## config.mk

```make
export PLATFORM = sky130hd
export DESIGN_NAME = pll_phase_stepper_flat
export DESIGN_NICKNAME = d
export VERILOG_FILES = /design/src/rtl/pll_phase_pkg.sv /design/src/rtl/pll_phase_stepper_if.sv /design/src/rtl/pll_scanclk_gen.sv /design/src/rtl/pll_phase_stepper.sv /design/src/flat_wrapper.sv
export SDC_FILE = /design/constraint.sdc
export NUM_CORES = 1
export LEC_CHECK = 0
export BUFFER_PORTS_ARGS = -buffer_cell sky130_fd_sc_hd__buf_2
export CAP_MARGIN = 15
export CORE_AREA = 2 2 80 82
export DETAILED_ROUTE_END_ITERATION = 8
export DIE_AREA = 0 0 82 84
export PLACE_DENSITY_LB_ADDON = 0.08
export SYNTH_ARGS = -nofsm -noshare
export SYNTH_HDL_FRONTEND = slang
export SYNTH_SLANG_ARGS = --single-unit
```

## constraint.sdc

```tcl
create_clock -name clk -period 4 [get_ports clk]
set_clock_uncertainty 0.1 [all_clocks]
set_input_delay 1 -clock clk [delete_from_list [all_inputs] [get_ports clk]]
set_output_delay 1 -clock clk [all_outputs]
set_load 0.1 [all_outputs]
```

## src/rtl/pll_phase_pkg.sv

```systemverilog
// Shared state encoding, reset values and modular phase arithmetic for the PLL phase stepper.
// Combinational helpers only; no latency or flow control of its own.
package pll_phase_pkg;

    typedef enum logic [2:0] {
        IDLE,
        SWITCH,
        CALC,
        ARM,
        HOLD,
        WAIT_LO,
        WAIT_HI
    } state_e;

    localparam logic       RST_PHASEUPDOWN = 1'b1;
    localparam logic       RST_PHASESTEP   = 1'b0;
    localparam logic       RST_CLKSWITCH   = 1'b0;
    localparam logic [7:0] RST_CUR_PHASE   = 8'd0;
    localparam logic       RST_CUR_SRC     = 1'b0;

    // Upward distance tgt - cur modulo steps; adding steps first keeps every intermediate non-negative.
    function automatic logic [8:0] mod_dist_up(input logic [7:0] tgt,
                                               input logic [7:0] cur,
                                               input logic [8:0] steps);
        logic [8:0] sum;
        sum = {1'b0, tgt} + steps - {1'b0, cur};
        if (sum >= steps) begin
            sum = sum - steps;
        end
        return sum;
    endfunction

endpackage

```

## src/rtl/pll_phase_stepper_if.sv

```systemverilog
// Command-side bus between the serial command processor (master) and the phase stepper (slave).
// updatepll is a single-cycle request; status lines are level signals.
interface pll_phase_stepper_if;
    logic       updatepll;
    logic       pll_clk_src;
    logic [7:0] pll_clk_phase;
    logic       busy;
    logic [7:0] cur_phase;
    logic       cur_src;
    logic       err;

    modport master (
        output updatepll, pll_clk_src, pll_clk_phase,
        input  busy, cur_phase, cur_src, err
    );

    modport slave (
        input  updatepll, pll_clk_src, pll_clk_phase,
        output busy, cur_phase, cur_src, err
    );
endinterface

```

## src/rtl/pll_scanclk_gen.sv

```systemverilog
// Free-running scanclk divider with one-cycle rise and fall (sf) strobes.
// Strobes are registered: each appears in the first clk cycle scanclk holds its new level; never stalls.
module pll_scanclk_gen #(
    parameter int SCANCLK_DIV = 4
) (
    input  logic clk,
    input  logic reset_n,
    output logic scanclk,
    output logic rise,
    output logic sf
);

    localparam int CW = $clog2(SCANCLK_DIV);

    logic [CW-1:0] cnt_q, cnt_d;
    logic          scanclk_q, scanclk_d;
    logic          rise_q, rise_d;
    logic          sf_q, sf_d;
    logic          tick;

    assign tick = (cnt_q == CW'(SCANCLK_DIV - 1));

    always_comb begin
        cnt_d     = tick ? '0 : cnt_q + CW'(1);
        scanclk_d = tick ? ~scanclk_q : scanclk_q;
        rise_d    = tick && !scanclk_q;
        sf_d      = tick && scanclk_q;
    end

    always_ff @(posedge clk) begin
        if (!reset_n) begin
            cnt_q     <= '0;
            scanclk_q <= 1'b0;
            rise_q    <= 1'b0;
            sf_q      <= 1'b0;
        end else begin
            cnt_q     <= cnt_d;
            scanclk_q <= scanclk_d;
            rise_q    <= rise_d;
            sf_q      <= sf_d;
        end
    end

    assign scanclk = scanclk_q;
    assign rise    = rise_q;
    assign sf      = sf_q;

endmodule

```

## src/rtl/pll_phase_stepper.sv

```systemverilog
// Applies requested PLL input-clock source and phase: optional clkswitch pulse, then single phase steps along the shortest path.
// Request accepted one cycle after updatepll in IDLE; a request while busy sets a single pending flag (no queue).
module pll_phase_stepper
    import pll_phase_pkg::*;
#(
    parameter int         PHASE_STEPS   = 56,
    parameter int         SCANCLK_DIV   = 4,
    parameter int         CLKSWITCH_CYC = 4,
    parameter int         TIMEOUT_CYC   = 4096,
    parameter logic [2:0] COUNTER_SEL   = 3'b000
) (
    input  logic                      clk,
    input  logic                      reset_n,
    pll_phase_stepper_if.slave        cmd,
    input  logic                      phasedone,
    output logic [2:0]                phasecounterselect,
    output logic                      phaseupdown,
    output logic                      phasestep,
    output logic                      scanclk,
    output logic                      clkswitch
);

    localparam int TMR_W = $clog2(TIMEOUT_CYC + CLKSWITCH_CYC + 1);

    state_e           state_q, state_d;
    logic             pending_q, pending_d;
    logic             err_q, err_d;
    logic [7:0]       cur_phase_q, cur_phase_d;
    logic             cur_src_q, cur_src_d;
    logic             phaseupdown_q, phaseupdown_d;
    logic             phasestep_q, phasestep_d;
    logic             clkswitch_q, clkswitch_d;
    logic [TMR_W-1:0] tmr_q, tmr_d;
    logic [1:0]       rise_cnt_q, rise_cnt_d;
    logic             pd_meta_q, pd_meta_d;
    logic             pd_sync_q, pd_sync_d;

    logic             sc_rise;
    logic             sc_fall;
    logic [8:0]       up_dist;

    pll_scanclk_gen #(
        .SCANCLK_DIV (SCANCLK_DIV)
    ) u_scanclk_gen (
        .clk     (clk),
        .reset_n (reset_n),
        .scanclk (scanclk),
        .rise    (sc_rise),
        .sf      (sc_fall)
    );

    assign up_dist = mod_dist_up(cmd.pll_clk_phase, cur_phase_q, 9'(PHASE_STEPS));

    always_comb begin
        state_d       = state_q;
        pending_d     = pending_q;
        err_d         = err_q;
        cur_phase_d   = cur_phase_q;
        cur_src_d     = cur_src_q;
        phaseupdown_d = phaseupdown_q;
        phasestep_d   = phasestep_q;
        tmr_d         = '0;
        rise_cnt_d    = rise_cnt_q;
        pd_meta_d     = phasedone;
        pd_sync_d     = pd_meta_q;

        if (cmd.updatepll && (state_q != IDLE)) begin
            pending_d = 1'b1;
        end

        case (state_q)
            IDLE: begin
                if (cmd.updatepll || pending_q) begin
                    pending_d = 1'b0;
                    err_d     = 1'b0;
                    state_d   = (cmd.pll_clk_src != cur_src_q) ? SWITCH : CALC;
                end
            end
            SWITCH: begin
                if (tmr_q == TMR_W'(CLKSWITCH_CYC - 1)) begin
                    cur_src_d = cmd.pll_clk_src;
                    state_d   = CALC;
                end else begin
                    tmr_d = tmr_q + TMR_W'(1);
                end
            end
            CALC: begin
                if ({1'b0, cmd.pll_clk_phase} >= 9'(PHASE_STEPS)) begin
                    err_d   = 1'b1;
                    state_d = IDLE;
                end else if (cmd.pll_clk_phase == cur_phase_q) begin
                    state_d = IDLE;
                end else begin
                    phaseupdown_d = (up_dist <= 9'(PHASE_STEPS / 2));
                    state_d       = ARM;
                end
            end
            ARM: begin
                rise_cnt_d = 2'd0;
                if (sc_fall) begin
                    phasestep_d = 1'b1;
                    state_d     = HOLD;
                end
            end
            HOLD: begin
                // Strobe stays up across two scanclk rising edges so the PLL samples it, then drops on a falling edge.
                if (sc_rise && (rise_cnt_q != 2'd2)) begin
                    rise_cnt_d = rise_cnt_q + 2'd1;
                end
                if (sc_fall && (rise_cnt_q == 2'd2)) begin
                    phasestep_d = 1'b0;
                    state_d     = WAIT_LO;
                end
            end
            WAIT_LO: begin
                tmr_d = tmr_q + TMR_W'(1);
                if (tmr_q == TMR_W'(TIMEOUT_CYC - 1)) begin
                    err_d   = 1'b1;
                    state_d = IDLE;
                end else if (!pd_sync_q) begin
                    state_d = WAIT_HI;
                end
            end
            WAIT_HI: begin
                tmr_d = tmr_q + TMR_W'(1);
                if (pd_sync_q) begin
                    if (phaseupdown_q) begin
                        cur_phase_d = (cur_phase_q == 8'(PHASE_STEPS - 1)) ? 8'd0 : cur_phase_q + 8'd1;
                    end else begin
                        cur_phase_d = (cur_phase_q == 8'd0) ? 8'(PHASE_STEPS - 1) : cur_phase_q - 8'd1;
                    end
                    state_d = CALC;
                end else if (tmr_q == TMR_W'(TIMEOUT_CYC - 1)) begin
                    err_d   = 1'b1;
                    state_d = IDLE;
                end
            end
            default: state_d = IDLE;
        endcase

        clkswitch_d = (state_d == SWITCH);
    end

    always_ff @(posedge clk) begin
        if (!reset_n) begin
            state_q       <= IDLE;
            pending_q     <= 1'b0;
            err_q         <= 1'b0;
            cur_phase_q   <= RST_CUR_PHASE;
            cur_src_q     <= RST_CUR_SRC;
            phaseupdown_q <= RST_PHASEUPDOWN;
            phasestep_q   <= RST_PHASESTEP;
            clkswitch_q   <= RST_CLKSWITCH;
            tmr_q         <= '0;
            rise_cnt_q    <= 2'd0;
            pd_meta_q     <= 1'b1;
            pd_sync_q     <= 1'b1;
        end else begin
            state_q       <= state_d;
            pending_q     <= pending_d;
            err_q         <= err_d;
            cur_phase_q   <= cur_phase_d;
            cur_src_q     <= cur_src_d;
            phaseupdown_q <= phaseupdown_d;
            phasestep_q   <= phasestep_d;
            clkswitch_q   <= clkswitch_d;
            tmr_q         <= tmr_d;
            rise_cnt_q    <= rise_cnt_d;
            pd_meta_q     <= pd_meta_d;
            pd_sync_q     <= pd_sync_d;
        end
    end

    assign phasecounterselect = COUNTER_SEL;
    assign phaseupdown        = phaseupdown_q;
    assign phasestep          = phasestep_q;
    assign clkswitch          = clkswitch_q;
    assign cmd.busy           = (state_q != IDLE);
    assign cmd.cur_phase      = cur_phase_q;
    assign cmd.cur_src        = cur_src_q;
    assign cmd.err            = err_q;

endmodule

```

## src/flat_wrapper.sv

```systemverilog
// flat-port wrapper written by rule: the top's interface ports become plain ports
module pll_phase_stepper_flat import pll_phase_pkg::*;
#(
    parameter int         PHASE_STEPS   = 56,
    parameter int         SCANCLK_DIV   = 4,
    parameter int         CLKSWITCH_CYC = 4,
    parameter int         TIMEOUT_CYC   = 4096,
    parameter logic [2:0] COUNTER_SEL   = 3'b000
)
  (clk, reset_n, phasedone, phasecounterselect, phaseupdown, phasestep, scanclk, clkswitch, cmd_updatepll, cmd_pll_clk_src, cmd_pll_clk_phase, cmd_busy, cmd_cur_phase, cmd_cur_src, cmd_err);
  pll_phase_stepper_if cmd_i ();
  input  logic clk;
  input  logic reset_n;
  input  logic phasedone;
  output logic [2:0] phasecounterselect;
  output logic phaseupdown;
  output logic phasestep;
  output logic scanclk;
  output logic clkswitch;
  input wire logic [$bits(cmd_i.updatepll)-1:0] cmd_updatepll;
  input wire logic [$bits(cmd_i.pll_clk_src)-1:0] cmd_pll_clk_src;
  input wire logic [$bits(cmd_i.pll_clk_phase)-1:0] cmd_pll_clk_phase;
  output wire logic [$bits(cmd_i.busy)-1:0] cmd_busy;
  output wire logic [$bits(cmd_i.cur_phase)-1:0] cmd_cur_phase;
  output wire logic [$bits(cmd_i.cur_src)-1:0] cmd_cur_src;
  output wire logic [$bits(cmd_i.err)-1:0] cmd_err;
  assign cmd_i.updatepll = cmd_updatepll;
  assign cmd_i.pll_clk_src = cmd_pll_clk_src;
  assign cmd_i.pll_clk_phase = cmd_pll_clk_phase;
  assign cmd_busy = cmd_i.busy;
  assign cmd_cur_phase = cmd_i.cur_phase;
  assign cmd_cur_src = cmd_i.cur_src;
  assign cmd_err = cmd_i.err;
  pll_phase_stepper #(.PHASE_STEPS(PHASE_STEPS), .SCANCLK_DIV(SCANCLK_DIV), .CLKSWITCH_CYC(CLKSWITCH_CYC), .TIMEOUT_CYC(TIMEOUT_CYC), .COUNTER_SEL(COUNTER_SEL)) u_core (.clk(clk), .reset_n(reset_n), .cmd(cmd_i), .phasedone(phasedone), .phasecounterselect(phasecounterselect), .phaseupdown(phaseupdown), .phasestep(phasestep), .scanclk(scanclk), .clkswitch(clkswitch));
endmodule
```

# [Yosys cells after proc, flatten, opt, wreduce, memory -nomap -nowiden]
# Index checks and enable logic that the tools add are counted.
[totals] regBits=39 inputBits=13 output_inout_bits=18 elab_cells=103
[classes] n_addsub=8 order_cmp=3 n_eq_ne=21 muxes=31 n_bitwise=4 n_reduce_logical=20
[op_table] cell="$mux 3" n=9
[op_table] cell="$pmux 13 s2" n=1
[op_table] cell="$mux 8" n=3
[op_table] cell="$pmux 3 s7" n=1
[op_table] cell="$add 13x1->13 const B" n=1
[op_table] cell="$eq 13x12->1 const B" n=1
[op_table] cell="$eq 13x2->1 const B" n=1
[op_table] cell="$mux 13" n=1
[op_table] cell="$add 8x6->9 const B" n=1
[op_table] cell="$eq 3x3->1 const B" n=3
[op_table] cell="$ge 9x6->1 const B" n=1
[op_table] cell="$le 9x5->1 const B" n=1
[op_table] cell="$mux 1" n=9
[op_table] cell="$mux 9" n=1
[op_table] cell="$sub 9x6->9 const B" n=1
[op_table] cell="$sub 9x8->9" n=1
[op_table] cell="$add 8x1->8 const B" n=1
[op_table] cell="$eq 8x6->1 const B" n=1
[op_table] cell="$eq 8x8->1" n=1
[op_table] cell="$ge 8x6->1 const B" n=1
[op_table] cell="$logic_not 8->1" n=1
[op_table] cell="$ne 2x1->1 const B" n=4
[op_table] cell="$sub 8x1->8 const B" n=1
[op_table] cell="$eq 3x1->1 const B" n=2
[op_table] cell="21 further kinds" n=39

# [Longest topological paths before layout]
[logic_depth] depth_word=5 ltp_mapped=11 depth_no_buf=11

# [Cells and area by module]
# A second synthesis with hierarchy kept.
[hier_totals] cells_unflattened=353 area_unflattened_um2=2826.5
[modules_own_cells] mod="pll_phase_stepper" instances=1 cells_per_inst=340 area_each_um2=2666.3 seq_area_each_um2=680.7
[modules_own_cells] mod="pll_scanclk_gen" instances=1 cells_per_inst=13 area_each_um2=160.2 seq_area_each_um2=100.1

# [Worst setup path before layout]
# No wires, ideal clock.
[synth_timing] path_kind="register to register" startpoint="register u_core.cur_phase_q[1] (netlist: u_core.cmd.cur_phase[1])" endpoint="register u_core.phaseupdown_q (netlist: u_core.phaseupdown)" setup_time_ns=0.116 t_arrival_ns=3.328 required_time_ns=3.784 setup_slack_ns=0.456 stages_incl_launch_ff=11 n_path_buf=0 period_less_slack_ns=3.544 path_cell_list="dfxtp_1 -> inv_1 -> ha_1 -> ha_1 -> fa_1 -> a211o_1 -> nand2_1 -> xnor2_1 -> a31oi_1 -> or2_0 -> a41o_1"
[synth_via] elab_chain_cells=4 elab_cells_between_ends=8 cone_classes="add/sub: 2; order compare: 2; eq/ne: 1; mux: 1; bitwise: 1; reduce/logical: 1"
[synth_lines] item="start: declaration" line="pll_phase_stepper.sv:28" source="logic [7:0] cur_phase_q, cur_phase_d;"
[synth_lines] item="start signal: assignment" line="pll_phase_stepper.sv:162" source="cur_phase_q <= cur_phase_d;"
[synth_lines] item="$sub 9x8->9" line="pll_phase_pkg.sv:26" source="sum = {1'b0, tgt} + steps - {1'b0, cur};"
[synth_lines] item="$sub 9x6->9 / $ge 9x6->1 (equally long branches)" line="pll_phase_pkg.sv:28, pll_phase_pkg.sv:27"
[synth_lines] item="$mux 9" line="pll_phase_pkg.sv:27" source="if (sum >= steps) begin"
[synth_lines] item="$le 9x5->1" line="pll_phase_stepper.sv:94" source="phaseupdown_d = (up_dist <= 9'(PHASE_STEPS / 2));"
[synth_lines] item="end signal: assignment" line="pll_phase_stepper.sv:164" source="phaseupdown_q <= phaseupdown_d;"
[synth_lines] item="end: declaration" line="pll_phase_stepper.sv:30" source="logic phaseupdown_q, phaseupdown_d;"
# Parallel ways exist; a longest one is shown, timed or not.
# A chain may end at the register's enable or synchronous reset.

# [Final worst setup path]
[layout_timing] startpoint="input port cmd_pll_clk_phase[1]" endpoint="register u_core.phaseupdown_q (netlist: u_core.phaseupdown)"
[layout_via] elab_chain_cells=5 elab_cells_between_ends=11 cone_classes="add/sub: 3; order compare: 3; eq/ne: 1; mux: 1; bitwise: 2; reduce/logical: 1"
[layout_lines] item="start: declaration" line="flat_wrapper.sv:22" source="input wire logic [$bits(cmd_i.pll_clk_phase)-1:0] cmd_pll_clk_phase;"
[layout_lines] item="$add 8x6->9" line="pll_phase_pkg.sv:26"
[layout_lines] item="$sub 9x8->9" line="pll_phase_pkg.sv:26"
[layout_lines] item="$sub 9x6->9 / $ge 9x6->1 (equally long branches)" line="pll_phase_pkg.sv:28, pll_phase_pkg.sv:27"
[layout_lines] item="$mux 9" line="pll_phase_pkg.sv:27"
[layout_lines] item="$le 9x5->1" line="pll_phase_stepper.sv:94"
# Parallel ways exist; a longest one is shown, timed or not.

==> results.py <==
metrics = {
    "routing": {
        "vias": 2325,
        "dr.pass1.iters": 4,
        "wl_per_cell_um": 13.6,
        "drc": 0,
        "drt_iter0_markers": 91,
        "antenna_left": 0,
        "via_per_inst": 5.46,
        "drt-total-wl_mm": 5.80,
    },
    "yosys": {
        "yosys_warnings": 0,
        "yosysUniqueCellTypes": 61,
        "synth_edf_count": 0,
        "yosysSeqAreaShare_pct": 29.8,
        "async_flop_share_pct": 0,
        "ys_seq_elements": 39,
        "synth_flop_cell": "dfxtp_1",
        "netlist.area_leader.share_pct": 29.8,
        "netlist_top_cells_area": "dfxtp_1, ha_1, nor2_1, inv_1, xnor2_1",
        "syn_inst": 325,
        "syn-cell-area_um2": 2620,
        "synth_top_area_cell": "dfxtp_1",
        "syn_avg_cell_area_um2": 8.05,
    },
    "die": {
        "dieArea_um2": 6890,
        "start_util_pct": 42.9,
        "die_h_um": 84,
        "ios": 31,
        "fp.dieW_um": 82,
        "coreArea_um2": 6100,
        "rows": 29,
    },
    "worst_setup_path": {
        "r2r_slack_ns": 0.90,
        "cp-startpoint": "cmd_pll_clk_phase[1]",
        "critPathMaxFanout": 3,
        "arrival_ns": 3.29,
        "crit_type": "input port to flip-flop",
        "startpoint_type": "input port",
        "r2r_start": "u_core.cmd.cur_phase[2]",
        "crit_required_ns": 4.14,
        "crit_path_end_kind": "flip-flop",
    },
    "power_and_ir_drop": {
        "netSwitchingFraction_pct": 29.0,
        "power_density_nw_per_um2": 317,
        "p_leak_nw": 1.25,
        "p_seq_share_pct": 44.1,
        "power_frac_comb_pct": 18.2,
        "ir_drop_mv": 0.175,
        "p_clk_share_pct": 37.6,
        "p_sw_mw": 0.267,
        "intPower_mw": 0.655,
    },
    "global_routing": {
        "grtUsageTotal_pct": 18.5,
        "grt_overflow": 0,
        "grt_pass1_wl_mm": 10.0,
        "grt_pass1_vias": 2203,
        "antenna_found_initial": 0,
        "grt_max_degree": 25,
    },
    "finish": {
        "fin_cells": 426,
        "fin_nets": 384,
        "layout-drive-gt1-share_pct": 13.5,
        "utilization_pct": 47.7,
        "layout_common_cells": "dfxtp_1, nor2_1, buf_2, inv_1, ha_1",
        "area_growth_pct": 11.2,
        "n_antenna_cell": 0,
        "final_common_cell": "dfxtp_1",
        "nFillCells": 618,
    },
    "timing": {
        "setup_tns_ns": 0,
        "fin_ws_ns": 0.845,
        "hold_viol": 0,
        "slew_headroom_pct": 38.1,
        "max_freq_mhz": 317,
        "layout_min_cycle_time_ns": 3.16,
        "setup_violations": 0,
        "tightest_slew_ns": 0.922,
        "drv_slew": 0,
        "fin_crit_sh_pct": 78.9,
        "rsz0062_at_grt": "false",
    },
    "clocking": {
        "clockBufferDepth": 2,
        "cts_tree": "done",
        "cts-root-buf": "clkbuf_8",
        "clk_pin_slew_worst_paths_ns": 0.08,
        "cts-resized-gates": 0,
        "cts_inserted_buffers": 5,
        "h-tree-depth": 2,
        "post_cts_buffers": 0,
        "clk_latency_ns": 0.30,
        "hold_buffers": 0,
        "cts.sinks": 39,
    },
    "placement": {
        "pre_cts_ws_ns": 0.562,
        "place_inst": 418,
        "port_buffers": 27,
        "gp_congestion": 0.867,
        "hpwl_mm": 4.30,
    },
    "outcome": {
        "status": "complete, no violations",
    },
    "flow_run": {
        "cap_violations": 0,
    },
    "min_path": {
        "hp-class": "flip-flop to flip-flop",
        "hold_start": "u_core.pd_meta_q",
    },
}
==> logic make-up after synthesis <==
group	share of synthesized area, %
compound gates	17.4
xor+xnor	6.03
fa+ha+maj	11.3
buf+inv	6.27
flops	29.8
mux	0.383
other cells	0.143
simple gates	28.6
==> flip-flops by register name, indices dropped and copies added (netlist names) <==
register and flops:
u_core.tmr_q 13, u_core.cmd.cur_phase 8, u_core.state_q 3, u_core.rise_cnt_q 2, u_core.u_scanclk_gen.cnt_q 2, u_core.clkswitch 1
u_core.cmd.cur_src 1, u_core.cmd.err 1, u_core.pd_meta_q 1, u_core.pd_sync_q 1, u_core.pending_q 1, u_core.phasestep 1
u_core.phaseupdown 1, u_core.u_scanclk_gen.rise 1, u_core.u_scanclk_gen.scanclk 1, u_core.u_scanclk_gen.sf 1
==> worst max-delay path, stage by stage <==
cell     delay, ns
buf_2         0.10
ha_1          0.28
ha_1          0.25
fa_1          0.42
xnor2_1       0.26
inv_1         0.07
ha_1          0.24
xor2_1        0.17
o31ai_1       0.30
a41o_1        0.20
==> Yosys cell counts (7+ instances only) <==
master    instances
xnor2_1           9
a21oi_1          14
inv_1            24
nand2_1          18
o21ai_0          12
nand3_1          14
nor3_1           11
clkbuf_1          8
ha_1             22
and3_1            7
xor2_1            9
nor2_1           34
dfxtp_1          39
==> worst paths after layout <==
| check | endpoint | cells past startpoint |
|---|---|---|
| worst max-delay path | u_core.phaseupdown | 10 |
| worst min-delay path | u_core.pd_sync_q | 1 |
| worst max register to register | u_core.phaseupdown | 9 |
| worst min register to register | u_core.pd_sync_q | 1 |
==> routing by layer <==
| layer | GRT usage, % | vias to the layer above | part of all wire [%] |
|---|---|---|---|
| li1 | - | 1207 | - |
| met1 | 24.0 | 1064 | 48 |
| met2 | 30.0 | 43 | 47 |
| met3 | 3.57 | 11 | 3.5 |
| met4 | 6.97 | 0 | 1.9 |
| met5 | 0 | - | 0 |
==> power by group through the flow <==
stage,clock network [mW],logic (mW),registers [mW]
2_1_floorplan,0,0.121,0.431
3_3_place_gp,0,0.166,0.416
3_5_place_dp,0,0.167,0.416
4_1_cts,0.357,0.168,0.407
5_1_grt,0.373,0.187,0.409
6_report,0.347,0.168,0.407
==> per-stage QoR <==
stage | hold WS (ns) | power [mW] | area [µm²]
floorplan | 0.286 | 0.552 | 2620
global placement | 0.292 | 0.582 | 2790
detailed placement | 0.294 | 0.583 | 2790
CTS | 0.313 | 0.931 | 2910
global route | 0.328 | 0.969 | 2910
finish | 0.311 | 0.922 | 2910
==> cell type report <==
| type | instances | area [µm²] | area share (%) |
|---|---|---|---|
| Multi-Input combinational cell | 248 | 1680 | 57.7 |
| Clock buffer | 6 | 82.6 | 2.84 |
| Inverter | 27 | 101 | 3.48 |
| Sequential cell | 39 | 781 | 26.8 |
| Tap cell | 77 | 96.3 | 3.31 |
| Clock inverter | 2 | 35.0 | 1.20 |
| Timing Repair Buffer | 27 | 135 | 4.64 |
Note: power is estimated with default switching activity, not from simulation.
